==> src/rtl/irq_router.sv <==
// Dock bus interrupt collector/arbiter: synchronises, masks and arbitrates slot IRQs, runs the INTA handshake.
// Optional rotating priority is compiled in with `define IRQ_ROTATE_EN.
module irq_router #(
    parameter int         NUM_SLOTS    = 5,
    parameter int         SLOT_W       = 3,
    parameter logic [7:0] IRQ_CFG_BASE = 8'hC0
) (
    input  logic                 clk,
    input  logic                 rst,
    input  logic [NUM_SLOTS-1:0] slot_irq_n,
    input  logic                 inta_n,
    input  logic                 cfg_we,
    input  logic [7:0]           cfg_addr,
    input  logic [7:0]           cfg_wdata,
    output logic                 cpu_int_n,
    output logic                 irq_int_active,
    output logic [SLOT_W-1:0]    irq_int_slot,
    output logic                 irq_vec_cycle,
    output logic                 spurious_ack
);

    localparam logic [1:0] ST_IDLE = 2'd0;
    localparam logic [1:0] ST_PEND = 2'd1;
    localparam logic [1:0] ST_ACK  = 2'd2;

    logic [NUM_SLOTS-1:0] sync1;
    logic [NUM_SLOTS-1:0] sync2;
    logic [NUM_SLOTS-1:0] en_mask;
    logic [NUM_SLOTS-1:0] req;
    logic [1:0]           state;
    logic [1:0]           state_nx;
    logic [SLOT_W-1:0]    cur_slot;
    logic [SLOT_W-1:0]    cur_slot_nx;
    logic [SLOT_W-1:0]    win_slot;
    logic [SLOT_W-1:0]    start_slot;
    logic                 win_found;
    logic                 inta_prev;
    logic                 spur_nx;
    int unsigned          idx;
    logic                 unused_cfg;

    assign unused_cfg = ^cfg_wdata;

    always_ff @(posedge clk) begin
        if (rst) begin
            sync1 <= '1;
            sync2 <= '1;
        end else begin
            sync1 <= slot_irq_n;
            sync2 <= sync1;
        end
    end

    assign req = ~sync2 & en_mask;

    always_ff @(posedge clk) begin
        if (rst) begin
            en_mask <= '0;
        end else if (cfg_we && cfg_addr == IRQ_CFG_BASE) begin
            en_mask <= cfg_wdata[NUM_SLOTS-1:0];
        end
    end

`ifdef IRQ_ROTATE_EN
    logic              rot_en;
    logic [SLOT_W-1:0] last_slot;

    always_ff @(posedge clk) begin
        if (rst) begin
            rot_en    <= 1'b0;
            last_slot <= SLOT_W'(NUM_SLOTS - 1);
        end else begin
            if (cfg_we && cfg_addr == IRQ_CFG_BASE + 8'd1) begin
                rot_en <= cfg_wdata[0];
            end
            if (state == ST_ACK && inta_n) begin
                last_slot <= cur_slot;
            end
        end
    end
`endif

    // Fixed priority is the rotating search with its start pinned at slot 0.
    always_comb begin
        start_slot = '0;
`ifdef IRQ_ROTATE_EN
        if (rot_en) begin
            start_slot = (last_slot == SLOT_W'(NUM_SLOTS - 1)) ? '0 : last_slot + 1'b1;
        end
`endif
        win_found = 1'b0;
        win_slot  = '0;
        idx       = 0;
        for (int unsigned i = 0; i < NUM_SLOTS; i++) begin
            idx = 32'(start_slot) + i;
            if (idx >= NUM_SLOTS) begin
                idx = idx - NUM_SLOTS;
            end
            if (!win_found && req[idx[SLOT_W-1:0]]) begin
                win_found = 1'b1;
                win_slot  = idx[SLOT_W-1:0];
            end
        end
    end

    always_comb begin
        state_nx    = state;
        cur_slot_nx = cur_slot;
        spur_nx     = 1'b0;
        case (state)
            ST_IDLE: begin
                if (!inta_n && inta_prev) begin
                    spur_nx = 1'b1;
                end
                if (win_found) begin
                    state_nx    = ST_PEND;
                    cur_slot_nx = win_slot;
                end
            end
            ST_PEND: begin
                if (!inta_n) begin
                    state_nx = ST_ACK;
                end else if (!req[cur_slot]) begin
                    state_nx = ST_IDLE;
                end
            end
            ST_ACK: begin
                if (inta_n) begin
                    state_nx = ST_IDLE;
                end
            end
            default: state_nx = ST_IDLE;
        endcase
    end

    always_ff @(posedge clk) begin
        if (rst) begin
            state          <= ST_IDLE;
            cur_slot       <= '0;
            inta_prev      <= 1'b1;
            cpu_int_n      <= 1'b1;
            irq_int_active <= 1'b0;
            irq_int_slot   <= '0;
            irq_vec_cycle  <= 1'b0;
            spurious_ack   <= 1'b0;
        end else begin
            state          <= state_nx;
            cur_slot       <= cur_slot_nx;
            inta_prev      <= inta_n;
            cpu_int_n      <= (state_nx != ST_PEND);
            irq_int_active <= (state_nx == ST_PEND) || (state_nx == ST_ACK);
            irq_int_slot   <= cur_slot_nx;
            irq_vec_cycle  <= (state_nx == ST_ACK);
            spurious_ack   <= spur_nx;
        end
    end

endmodule

==> config.mk <==
export PLATFORM = sky130hd
export DESIGN_NAME = irq_router
export DESIGN_NICKNAME = d
export VERILOG_FILES = /design/src/rtl/irq_router.sv
export SDC_FILE = /design/constraint.sdc
export NUM_CORES = 1
export LEC_CHECK = 0
export BUFFER_PORTS_ARGS = -buffer_cell sky130_fd_sc_hd__clkbuf_2
export CAP_MARGIN = 5
export CORE_MARGIN = 2
export CORE_UTILIZATION = 45
export CTS_BUF_LIST = sky130_fd_sc_hd__clkbuf_2
export CTS_CLUSTER_DIAMETER = 40
export CTS_CLUSTER_SIZE = 28
export DETAILED_ROUTE_END_ITERATION = 10
export GPL_ROUTABILITY_DRIVEN = 0
export PLACE_DENSITY = 0.73
export SLEW_MARGIN = 20
export SYNTH_ARGS = -nofsm -noshare
export SYNTH_HDL_FRONTEND = slang
export SYNTH_SLANG_ARGS = --single-unit
==> constraint.sdc <==
create_clock -name clk -period 2.5 [get_ports clk]
set_input_delay 0.5 -clock clk [delete_from_list [all_inputs] [get_ports clk]]
set_output_delay 0.5 -clock clk [all_outputs]
set_load 0.1 [all_outputs]
==> results.yml <==
place:
  hpwl_um: 1200
  place_area_um2: 1110
  io_buffers: 28
  place_ws_ps: 764
detailed_routing:
  firstDrtPassIters: 4
  routed_wl_um: 1580
  ant_nets: 0
  viasPerCell: 4.91
  post-route-drc-count: 0
  drt_iter0_drc: 3
  wl_per_cell_um: 10.5
  routed-via-count: 741
cts:
  root_buffer: "clkbuf_2"
  cts.htree.levels: 1
  cts_setup_buffers: 0
  cts_tree: "built"
  post_cts_resized: 0
  clk_path_buf_depth: 2
  cts_hold_buffers: 0
  clk_pin_slew_ps: 210
  cts_inserted_buffers: 3
  clock_latency_ps: 320
  clock-sinks: 25
synth:
  synth_top_area_frac: 0.531
  yosysWarnings: 0
  synthCells: 94
  synth.most_common_cell: "dfxtp_1"
  synth.top_cells.by_area: "dfxtp_1 (53%), or2_2 (8.6%), mux2i_1 (6.4%), nor2_1 (3.6%), ha_1 (2.7%)"
  synthArstFlopShare: 0
  synth_common_cells: "dfxtp_1 (25), or2_2 (13), nor2_1 (9)"
  synth-main-ff-cell: "dfxtp_1"
  synthDistinctLibCells: 28
  synth_enable_flop_cells: 0
  yosysTopAreaCell: "dfxtp_1"
  ys_seq_area_frac: 0.531
  postSynthAreaPerCell_um2: 10.0
  syn_nets: 121
  synth_area_um2: 943
  ys_seq_elements: 25
finish:
  fin_area_um2: 1130
  fillers: 190
  nets: 152
  synthToLayoutAreaGrowth_pct: 19.8
  drive_gt1_frac: 0.371
  antennaDiodeCount: 0
timing:
  clock.fmax_mhz: 556
  fin_worst_skew_ps: 6.13
  maxSlewHeadroom: 0.641
  period_minus_slack_ps: 1800
  setup_ws_ps: 701
  hold_slack_ps: 337
  rsz0062_at_grt: "false"
  slew_violations: 0
  period_share: 0.719
  worst_slew_pin_slew_ps: 541
  finalSetupViolations: 0
  hold_viol_final: 0
  finalSetupTns_ps: 0
global_routing:
  grt.total_usage: 0.148
  antenna_found_initial: 0
  grt_pass1_vias: 690
  grt_pass1_wl_um: 2820
  overflow: 0
  grt_max_degree: 22
worst_setup_path:
  start_kind: "flip-flop"
  crit_family: "buffers and inverters"
  worstRegToRegCells: 6
  critical_path.cell_chain: "clkbuf_2"
  crit_end: "irq_int_slot[1]"
  worstReg2RegEnd: "irq_int_active$_SDFF_PP0_"
  critPathCaptureType: "output port"
  cpPeakStageDelay_ps: 500
  r2r_start: "en_mask[2]$_SDFFE_PP0P_"
  crit_slowest_cell: "clkbuf_2"
  cp_data_arrival_time_ps: 1300
  worstSetupPathDepth: 1
  crit_buf_inv: 1
  r2r_slack_ps: 720
  cp-startpoint: "cur_slot[1]$_SDFFE_PP0P_"
  crit_required_ps: 2000
  path_class: "reg2out"
  cp_max_fo: 6
min_path:
  holdPathStages: 2
  hold_class: "in2reg"
power_and_ir_drop:
  vdd_drop_max_mv: 0.360
  power_density_nw_per_um2: 530
  leakage_uw: 0.000577
  finalPower_uw: 599
floorplan:
  rows: 16
  die-area_um2: 2480
  fp.dieH_um: 49.8
  core-area_um2: 1960
  die_width_um: 49.8
  num_io_pins: 32
  start_util: 0.481
outcome:
  status: "complete, no violations"
run:
  drv_cap: 0
-- per-stage QoR --
stage | util | cells
CTS | 0.576 | 151
floorplan | - | 94
detailed placement | 0.566 | 147
global placement | 0.566 | 147
finish | 0.576 | 151
global route | 0.576 | 151
-- where the power goes --
group,switching [uW],internal [uW]
combinational,19.2,19.6
clock,107,42.3
sequential,1.80,409
total,128,470
-- worst reg2reg max path, delay by kind of cell, from the launching register on --
family                     cells  cell delay [ps]
AOI/OAI and AO/OA              2              660
adders and majority gates      1              260
DFF                            1              370
and+or+nand+nor                3              440
-- flip-flops by register name, summed over array words and instances, names as in the netlist --
signal and count:
en_mask 5, sync1 5, sync2 5, cur_slot 3, irq_int_active 1, state 2, cpu_int_n 1, spurious_ack 1
inta_prev 1, irq_vec_cycle 1
-- layer usage --
metal / vias up / global-route usage / share of wire
met2: 19 / 0.249 / 0.50
met3: 2 / 0.0394 / 0.058
li1: 384 / - / -
met5: - / 0 / 0
met4: 0 / 0.0694 / 0.0070
met1: 336 / 0.173 / 0.43
-- layout make-up --
cell class | instances | area, um2 | area share
Clock buffer | 4 | 20.0 | 0.0177
Sequential cell | 25 | 500 | 0.443
Multi-Input combinational cell | 63 | 420 | 0.372
Timing Repair Buffer | 28 | 140 | 0.124
Inverter | 4 | 15.0 | 0.0133
Tap cell | 27 | 33.8 | 0.0299
-- cell usage in the layout, fill, tap and decap left out --
cell type	netlist	layout
a31oi_1	1	1
o21ai_0	2	2
a41oi_1	1	1
nand3_1	1	1
o32ai_1	1	1
nor4b_1	1	1
ha_1	2	2
and3_2	1	1
o21bai_1	1	1
mux2i_1	6	6
nand2b_1	4	4
nand4_1	2	2
and3_1	1	1
nor2b_1	4	4
a41o_1	1	1
o211a_1	1	1
or2b_1	1	1
a2111o_1	1	1
o31ai_1	1	1
nor3_1	3	3
clkbuf_2	0	32
dfxtp_1	25	25
a32o_1	1	1
a21oi_1	2	2
nor2_1	9	9
inv_1	4	4
or2_2	13	13
nand2_1	2	2
-- worst min-delay path by stage --
stage,from,endpoint,slack (ps)
after floorplan,sync1[0]$_SDFF_PP1_,sync2[0]$_SDFF_PP1_,390
after global placement,sync1[4]$_SDFF_PP1_,sync2[4]$_SDFF_PP1_,390
after detailed placement,sync1[4]$_SDFF_PP1_,sync2[4]$_SDFF_PP1_,400
after CTS,slot_irq_n[4],sync1[4]$_SDFF_PP1_,320
after global routing,slot_irq_n[4],sync1[4]$_SDFF_PP1_,300
final,slot_irq_n[4],sync1[4]$_SDFF_PP1_,340
-- cells by family after synthesis --
logic type,count (synthesis),share of synthesized area
compound gates,13,0.106
fa+ha+maj,2,0.0265
buf+inv,6,0.0239
flops,25,0.531
mux,6,0.0637
simple gates,42,0.249
Power figures use the tool's default switching activity.
